File: src/rtl/wb_regfile.sv
// rtl/wb_regfile.sv - write-back select, 32x32 register file with write-through read ports, commit counter
// Register 0 is not stored; the other 31 registers and wb_count are the only state.
module wb_regfile #(
  parameter logic [31:0] SP_INIT     = 32'h0000_2ffc,
  parameter logic [31:0] GP_INIT     = 32'h0000_1800,
  parameter logic [31:0] LINK_OFFSET = 32'd4
) (
  input  logic        clock,
  input  logic        reset,
  input  logic [31:0] WB_c,
  input  logic [31:0] WB_data_read,
  input  logic [31:0] WB_pc,
  input  logic [1:0]  WB_data_write,
  input  logic [4:0]  WB_num_write,
  input  logic        WB_reg_write,
  input  logic [4:0]  rs_num,
  input  logic [4:0]  rt_num,
  output logic [31:0] rs_data,
  output logic [31:0] rt_data,
  output logic [31:0] wb_data,
  input  logic [4:0]  dbg_num,
  output logic [31:0] dbg_data,
  output logic [31:0] wb_count
);

  logic [31:0] regs_q [1:31];
  logic [31:0] count_q;
  logic [31:0] count_d;
  logic        commit;

  always_comb begin
    wb_data = 32'h0;
    case (WB_data_write)
      2'b00:   wb_data = WB_c;
      2'b01:   wb_data = WB_data_read;
      2'b10:   wb_data = WB_pc + LINK_OFFSET;
      default: wb_data = 32'h0;
    endcase
  end

  assign commit  = WB_reg_write && (WB_num_write != 5'd0);
  assign count_d = count_q + 32'd1;

  function automatic logic [31:0] stored(input logic [4:0] n);
    if (n == 5'd0) return 32'h0;
    return regs_q[n];
  endfunction

  // ID sees the value being committed this cycle, so no separate WB forwarding is needed.
  function automatic logic [31:0] read_port(input logic [4:0] n);
    if (n == 5'd0) return 32'h0;
    if (commit && (n == WB_num_write)) return wb_data;
    return regs_q[n];
  endfunction

  assign rs_data  = read_port(rs_num);
  assign rt_data  = read_port(rt_num);
  assign dbg_data = stored(dbg_num);
  assign wb_count = count_q;

  always_ff @(posedge clock or negedge reset) begin
    if (!reset) begin
      for (int i = 1; i < 32; i++) begin
        if (i == 28)      regs_q[i] <= GP_INIT;
        else if (i == 29) regs_q[i] <= SP_INIT;
        else              regs_q[i] <= 32'h0;
      end
      count_q <= 32'h0;
    end else if (commit) begin
      regs_q[WB_num_write] <= wb_data;
      count_q              <= count_d;
    end
  end

endmodule

File: config.mk
export PLATFORM = sky130hd
export DESIGN_NAME = wb_regfile
export DESIGN_NICKNAME = d
export VERILOG_FILES = /design/src/rtl/wb_regfile.sv
export SDC_FILE = /design/constraint.sdc
export NUM_CORES = 2
export LEC_CHECK = 0
export CAP_MARGIN = 20
export CORE_ASPECT_RATIO = 0.9
export CORE_MARGIN = 3
export CORE_UTILIZATION = 50
export DETAILED_ROUTE_END_ITERATION = 8
export PLACE_DENSITY = 0.71
export SETUP_SLACK_MARGIN = 0.02
export SKIP_LAST_GASP = 1
export SLEW_MARGIN = 20
export SYNTH_ARGS = -nofsm -noshare
export SYNTH_HDL_FRONTEND = slang
export SYNTH_SLANG_ARGS = --single-unit
File: constraint.sdc
create_clock -name clock -period 3.25 [get_ports clock]
set_input_delay 0.65 -clock clock [delete_from_list [all_inputs] [get_ports clock]]
set_output_delay 0.65 -clock clock [all_outputs]
set_load 0.01 [all_outputs]
== After elaboration in Yosys (flattened, before gate mapping) ==
Index checks and enable logic that the tools add are counted.

* Logic and storage cells: 86
* Input bits: 121
* Bits in registers: 1024

* Magnitude comparators: 5
* Bitwise gates (word level): 4
* $add $sub $neg: 2
* Equality and inequality tests: 4
* Reduce and logical (&&, ||, !) cells: 9
* Multiplexer cells: 30

{| class="wikitable"
|+ Operator list
! operator !! count
|-
| bitwise mux 992 bit || 1
|-
| 2-to-1 mux 32 bit || 17
|-
| binary-select mux 32 bit (select 5 bit) || 3
|-
| demux 32 bit (select 5 bit) || 1
|-
| one-hot mux 32 bit (3 select lines) || 1
|-
| adder 32 x 1 -> 32 bit, second input constant || 1
|-
| adder 32 x 3 -> 32 bit, second input constant || 1
|-
| >= comparator 6 bit, second input constant || 4
|-
| NOT 5 -> 6 bit || 4
|-
| zero test 5 bit || 3
|-
| equality test 5 bit || 2
|-
| 2-to-1 mux 1 bit || 7
|-
| < comparator 6 x 1 -> 1 bit, second input constant || 1
|-
| nonzero test 5 bit || 1
|-
| logical AND 1 bit || 4
|-
| equality test 2 x 1 -> 1 bit, second input constant || 1
|-
| equality test 2 bit, second input constant || 1
|-
| zero test 2 bit || 1
|}

== Longest topological paths before layout ==
* Depth in word-level cells: 7
* Depth in mapped cells: 10

== Worst setup path after synthesis ==
Ideal clock, no wire load.

* Path type: input to output
* Start: input dbg_num[0]
* End: output dbg_data[18]
* Path slack: -0.214 ns
* Stages: 6
* Arrival: 2.814 ns
* Cell sequence: clkbuf_1 > buf_2 > buf_1 > mux4_2 > mux4_2 > mux2_2

* Cells in the longest elaborated chain, start to end: 5

{| class="wikitable"
|+ RTL lines
! item !! RTL line !! source
|-
| start: declaration || 21 || <nowiki>input logic [4:0] dbg_num,</nowiki>
|-
| NOT 5 -> 6 bit (implied by the code) || 46 || <nowiki>return regs_q[n];</nowiki>
|-
| binary-select mux 32 bit (select 5 bit) || 46 ||
|-
| 2-to-1 mux 32 bit (implied by the code) (2 in a row) || 46 ||
|-
| 2-to-1 mux 32 bit * || 46 ||
|-
| end: declaration || 22 || <nowiki>output logic [31:0] dbg_data,</nowiki>
|}

Mark *: on every way between the ends. The rest lies on a longest branch, timed or not. The select of a mux whose other input is x is not followed.

== Worst setup path in the final report ==
* Start: input rt_num[2]
* End: output rt_data[26]

* Cells in the longest elaborated chain, start to end: 6

{| class="wikitable"
|+ RTL lines
! item !! RTL line !! source
|-
| start: declaration || 17 || <nowiki>input logic [4:0] rt_num,</nowiki>
|-
| NOT 5 -> 6 bit (implied by the code) / equality test 5 bit (equally long branches) || 53, 52 ||
|-
| binary-select mux 32 bit (select 5 bit) / logical AND 1 bit (equally long branches) || 53, 52 ||
|-
| 2-to-1 mux 32 bit (implied by the code) / 2-to-1 mux 1 bit (equally long branches) (2 in a row) || 53, 52 ||
|-
| 2-to-1 mux 32 bit || 53 || <nowiki>return regs_q[n];</nowiki>
|-
| 2-to-1 mux 32 bit * || 52 || <nowiki>if (commit && (n == WB_num_write)) return wb_data;</nowiki>
|-
| end: declaration || 19 || <nowiki>output logic [31:0] rt_data,</nowiki>
|}

Marked as above.

==> summary.txt <==
Clocking
  • CTS buffer count: 110
  • CTS Sinks: 1024
  • Max clock buf depth: 3
  • Worst-Skew Late Latency: 0.71 ns
  • Clock-pin slew on the worst setup and hold paths: 0.06 ns
  • H-tree depth: 3
  • CTS tree: built
  • CTS Root Cell: clkbuf_16

Floorplanning
  • Starting Density: 0.505
  • FP Rows: 122
  • Die Height: 341 µm
  • Total core area: 123000 µm²
  • Die X-Extent: 378 µm
  • I/O pins: 281
  • Die area: 129000 µm²

STA
  • Skew final: 0.00554 ns
  • Fmax: 0.291 GHz
  • RSZ-0062 raised after global routing: yes
  • Worst hold slack: 0.390 ns
  • Period utilization: 1.06
  • Relative slew slack: 0.315
  • Worst setup margin: -0.188 ns
  • Endpoints failing setup: 85
  • Post-route minimum period: 3.44 ns
  • Worst-Margin Slew: 1.03 ns
  • Setup TNS: -6.59 ns
  • Final hold vios: 0
  • Slew Limit Fails: 0

Synthesis
  • #FFs+latches synth: 1024
  • Cells after synthesis: 5702
  • Syn_area_per_cell: 10.9 µm²
  • Share of the synthesized area in the top cell type: 0.406
  • Syn_nets: 5825
  • Fraction of the yosys area taken by sequential cells: 0.412
  • Number of synthesized flops with an enable pin: 0
  • Post-synth cell types: 72
  • Post-synth ARST share: 1.00
  • Ys flop type: dfrtp_1
  • Warnings, synthesis: 0
  • Cell area after synthesis: 62300 µm²
  • Post-synth top area cell: dfrtp_1
  • Synth top area cells: dfrtp_1, mux4_2, a21oi_1, o21ai_0, nor2_1

GRT
  • Largest net degree at the start of global routing: 99
  • Initial antenna violation count: 12
  • Vias in the first global route: 59500
  • GRT Total Usage: 0.425
  • First-pass GRT wire length: 401000 µm
  • Congestion Overflow GR: 0

Power
  • Leakage: 36.0 nW
  • Power Density: 556 nW/µm²
  • Overall power: 47.0 mW
  • Worst vdd ir: 0.000441 V

Critical path
  • CP Capture Point: rt_data[26]
  • Reg2Reg Capture Point: wb_count[22]
  • CP required: 2.60 ns
  • Worst path top cell family by delay: buffers and inverters
  • Worst r2r src: wb_count[4]
  • Crit path depth: 12
  • CP max FO: 13
  • Crit path buffers/inverters: 7
  • R2R depth: 6
  • Crit start category: input port
  • Reg2Reg Setup Slack: 0.93 ns
  • Critical path's slowest cell: a211oi_4
  • Critical path class: input port to output pin
  • CP Capture Type: output pin
  • Setup crit start: rt_num[2]
  • Max incr delay on CP: 0.26 ns
  • CP Cell Sequence: buf_12 -> buf_12 -> buf_4 -> buf_12 -> nor2b_1 -> buf_4 -> buf_4 -> a22oi_1 -> nand2_1 -> nor3_4 -> a211oi_4 -> buf_2
  • Arrival @ worst endpoint: 2.79 ns

Layout
  • Layout cells sized above 1: 0.400
  • Reg area: 25600 µm²
  • Layout area overhead: 35.5%
  • Layout Cells excl Fill: 8386
  • Design Area, Final: 84400 µm²
  • Nets@finish: 6799
  • Footprint of the multi-input gates: 36800 µm²
  • Fillers: 8113

Place
  • IO Port Bufs: 280
  • DP HPWL: 175000 µm
  • Placed cell areas: 73900 µm²
  • Placed insts: 7844
  • Final RePlAce weighted congestion: 1.00

Worst hold path
  • Hold WC Path Type: input port to asynchronous set/reset pin

Detailed routing
  • Routed wire per std cell: 33.9 µm
  • Final WL: 284000 µm
  • First-pass DRT Iterations: 9
  • Vias: 61300
  • Post-route DRC: 0
  • 1st-iter DRT viols: 11000
  • Antenna Nets Post-Route: 0
  • Number of vias per cell: 7.31

Flow run
  • Max cap viols: 0

Run status
  • Violated checks: negative setup slack
  • Status: finished with violations
[cell type report]
| type | count | share of cell area |
|---|---|---|
| Antenna cell | 11 | 0.000326 |
| Clock buffer | 167 | 0.0386 |
| Clock inverter | 32 | 0.00590 |
| Inverter | 55 | 0.00261 |
| Multi-Input combinational cell | 4030 | 0.436 |
| Sequential cell | 1024 | 0.304 |
| Tap cell | 1612 | 0.0239 |
| Timing Repair Buffer | 1455 | 0.189 |
[cell usage in the layout, fill, tap and decap left out, types with 34 or more instances in the layout]
cell | netlist | routed
buf_12 | 0 | 240
clkbuf_16 | 0 | 120
a21oi_1 | 574 | 539
clkdlybuf4s50_1 | 0 | 107
nor2_1 | 654 | 625
mux4_2 | 671 | 671
buf_16 | 0 | 34
nand3_1 | 52 | 43
buf_8 | 0 | 37
mux2i_1 | 153 | 146
nand2_1 | 582 | 553
mux2_4 | 0 | 34
o21ai_0 | 514 | 491
dfrtp_1 | 1011 | 1011
mux2_2 | 165 | 131
buf_4 | 6 | 756
buf_6 | 7 | 181
a22o_1 | 50 | 49
inv_1 | 51 | 43
buf_2 | 120 | 50
[sequential cells by signal, indices dropped and copies added, names as in the netlist]
name,cells
wb_count,32
regs_q,992
[worst min path at each step]
stage,cells after the start,to,start
after floorplan,0,regs_q[0],reset
after global placement,1,wb_count[31],wb_count[31]
after detailed placement,1,wb_count[31],wb_count[31]
after CTS,2,regs_q[884],reset
after global routing,2,regs_q[884],reset
final,2,regs_q[816],reset
[Yosys cell counts, types with 8 or more instances]
| cell type | instances |
|---|---|
| buf_2 | 120 |
| a2111oi_0 | 8 |
| a211o_1 | 11 |
| nand3_1 | 52 |
| buf_1 | 50 |
| dfrtp_1 | 1011 |
| xnor2_1 | 25 |
| a211oi_1 | 13 |
| a221o_1 | 19 |
| nand4_1 | 24 |
| dfstp_2 | 13 |
| o211ai_1 | 17 |
| clkbuf_1 | 410 |
| a22o_1 | 50 |
| mux2i_1 | 153 |
| nand2b_1 | 24 |
| nor2_1 | 654 |
| a31oi_1 | 8 |
| a221oi_1 | 67 |
| a21oi_1 | 574 |
| o221ai_1 | 31 |
| nor3_1 | 46 |
| nor2b_1 | 20 |
| and3_1 | 10 |
| xor2_1 | 25 |
| o22a_1 | 19 |
| mux4_2 | 671 |
| nand2_1 | 582 |
| inv_1 | 51 |
| nor4_1 | 17 |
| o22ai_1 | 52 |
| a22oi_1 | 60 |
| mux2_2 | 165 |
| o21ai_0 | 514 |
[worst register-to-register path: stages (launching register included)]
cell	delay, ns
dfrtp_1	0.46
nand4_1	0.20
nor4_1	0.54
or4b_1	0.53
buf_4	0.19
nor2_1	0.14
xor2_1	0.18
[power by group]
part,internal (mW),leakage [nW],switching [mW]
logic,8.11,21.3,7.11
registers,15.4,12.9,2.91
clock network,7.83,1.84,5.56
total,31.4,36.0,15.6
[metrics by stage]
stage	worst slack [ns]	utilization
after floorplan	0.0670	-
after global placement	-1.35	0.599
after detailed placement	-1.31	0.599
after CTS	-0.118	0.670
after global routing	-0.191	0.684
final	-0.188	0.684
[routing by layer]
| metal | global-route usage | vias to the layer above | wire, µm |
|---|---|---|---|
| met5 | 0.00679 | - | 291 |
| met4 | 0.310 | 14 | 26600 |
| met3 | 0.210 | 1799 | 49900 |
| met2 | 0.585 | 6310 | 116000 |
| met1 | 0.515 | 29800 | 90700 |
| li1 | - | 23500 | - |
[cell families after synthesis]
logic type / after synthesis / synth area share
buffers and inverters: 649 / 0.0427
AO/OA/AOI/OAI: 1510 / 0.143
AND/OR/NAND/NOR: 1478 / 0.0980
XOR/XNOR: 50 / 0.00703
flip-flops: 1024 / 0.412
multiplexers: 989 / 0.297
adder cells (fa/ha/maj): 2 / 0.000402
[what timing repair did]
item | CTS | global route
cloned | 25 | 8
endpoints found under the setup margin | 128 | 116
setup buffers | 249 | 93
hold endpoints to repair | 16 | 0
hold buffers | 1 | 0
pin swaps | 138 | 119
resized for setup | 1107 | 324
Power figures use the tool's default switching activity.
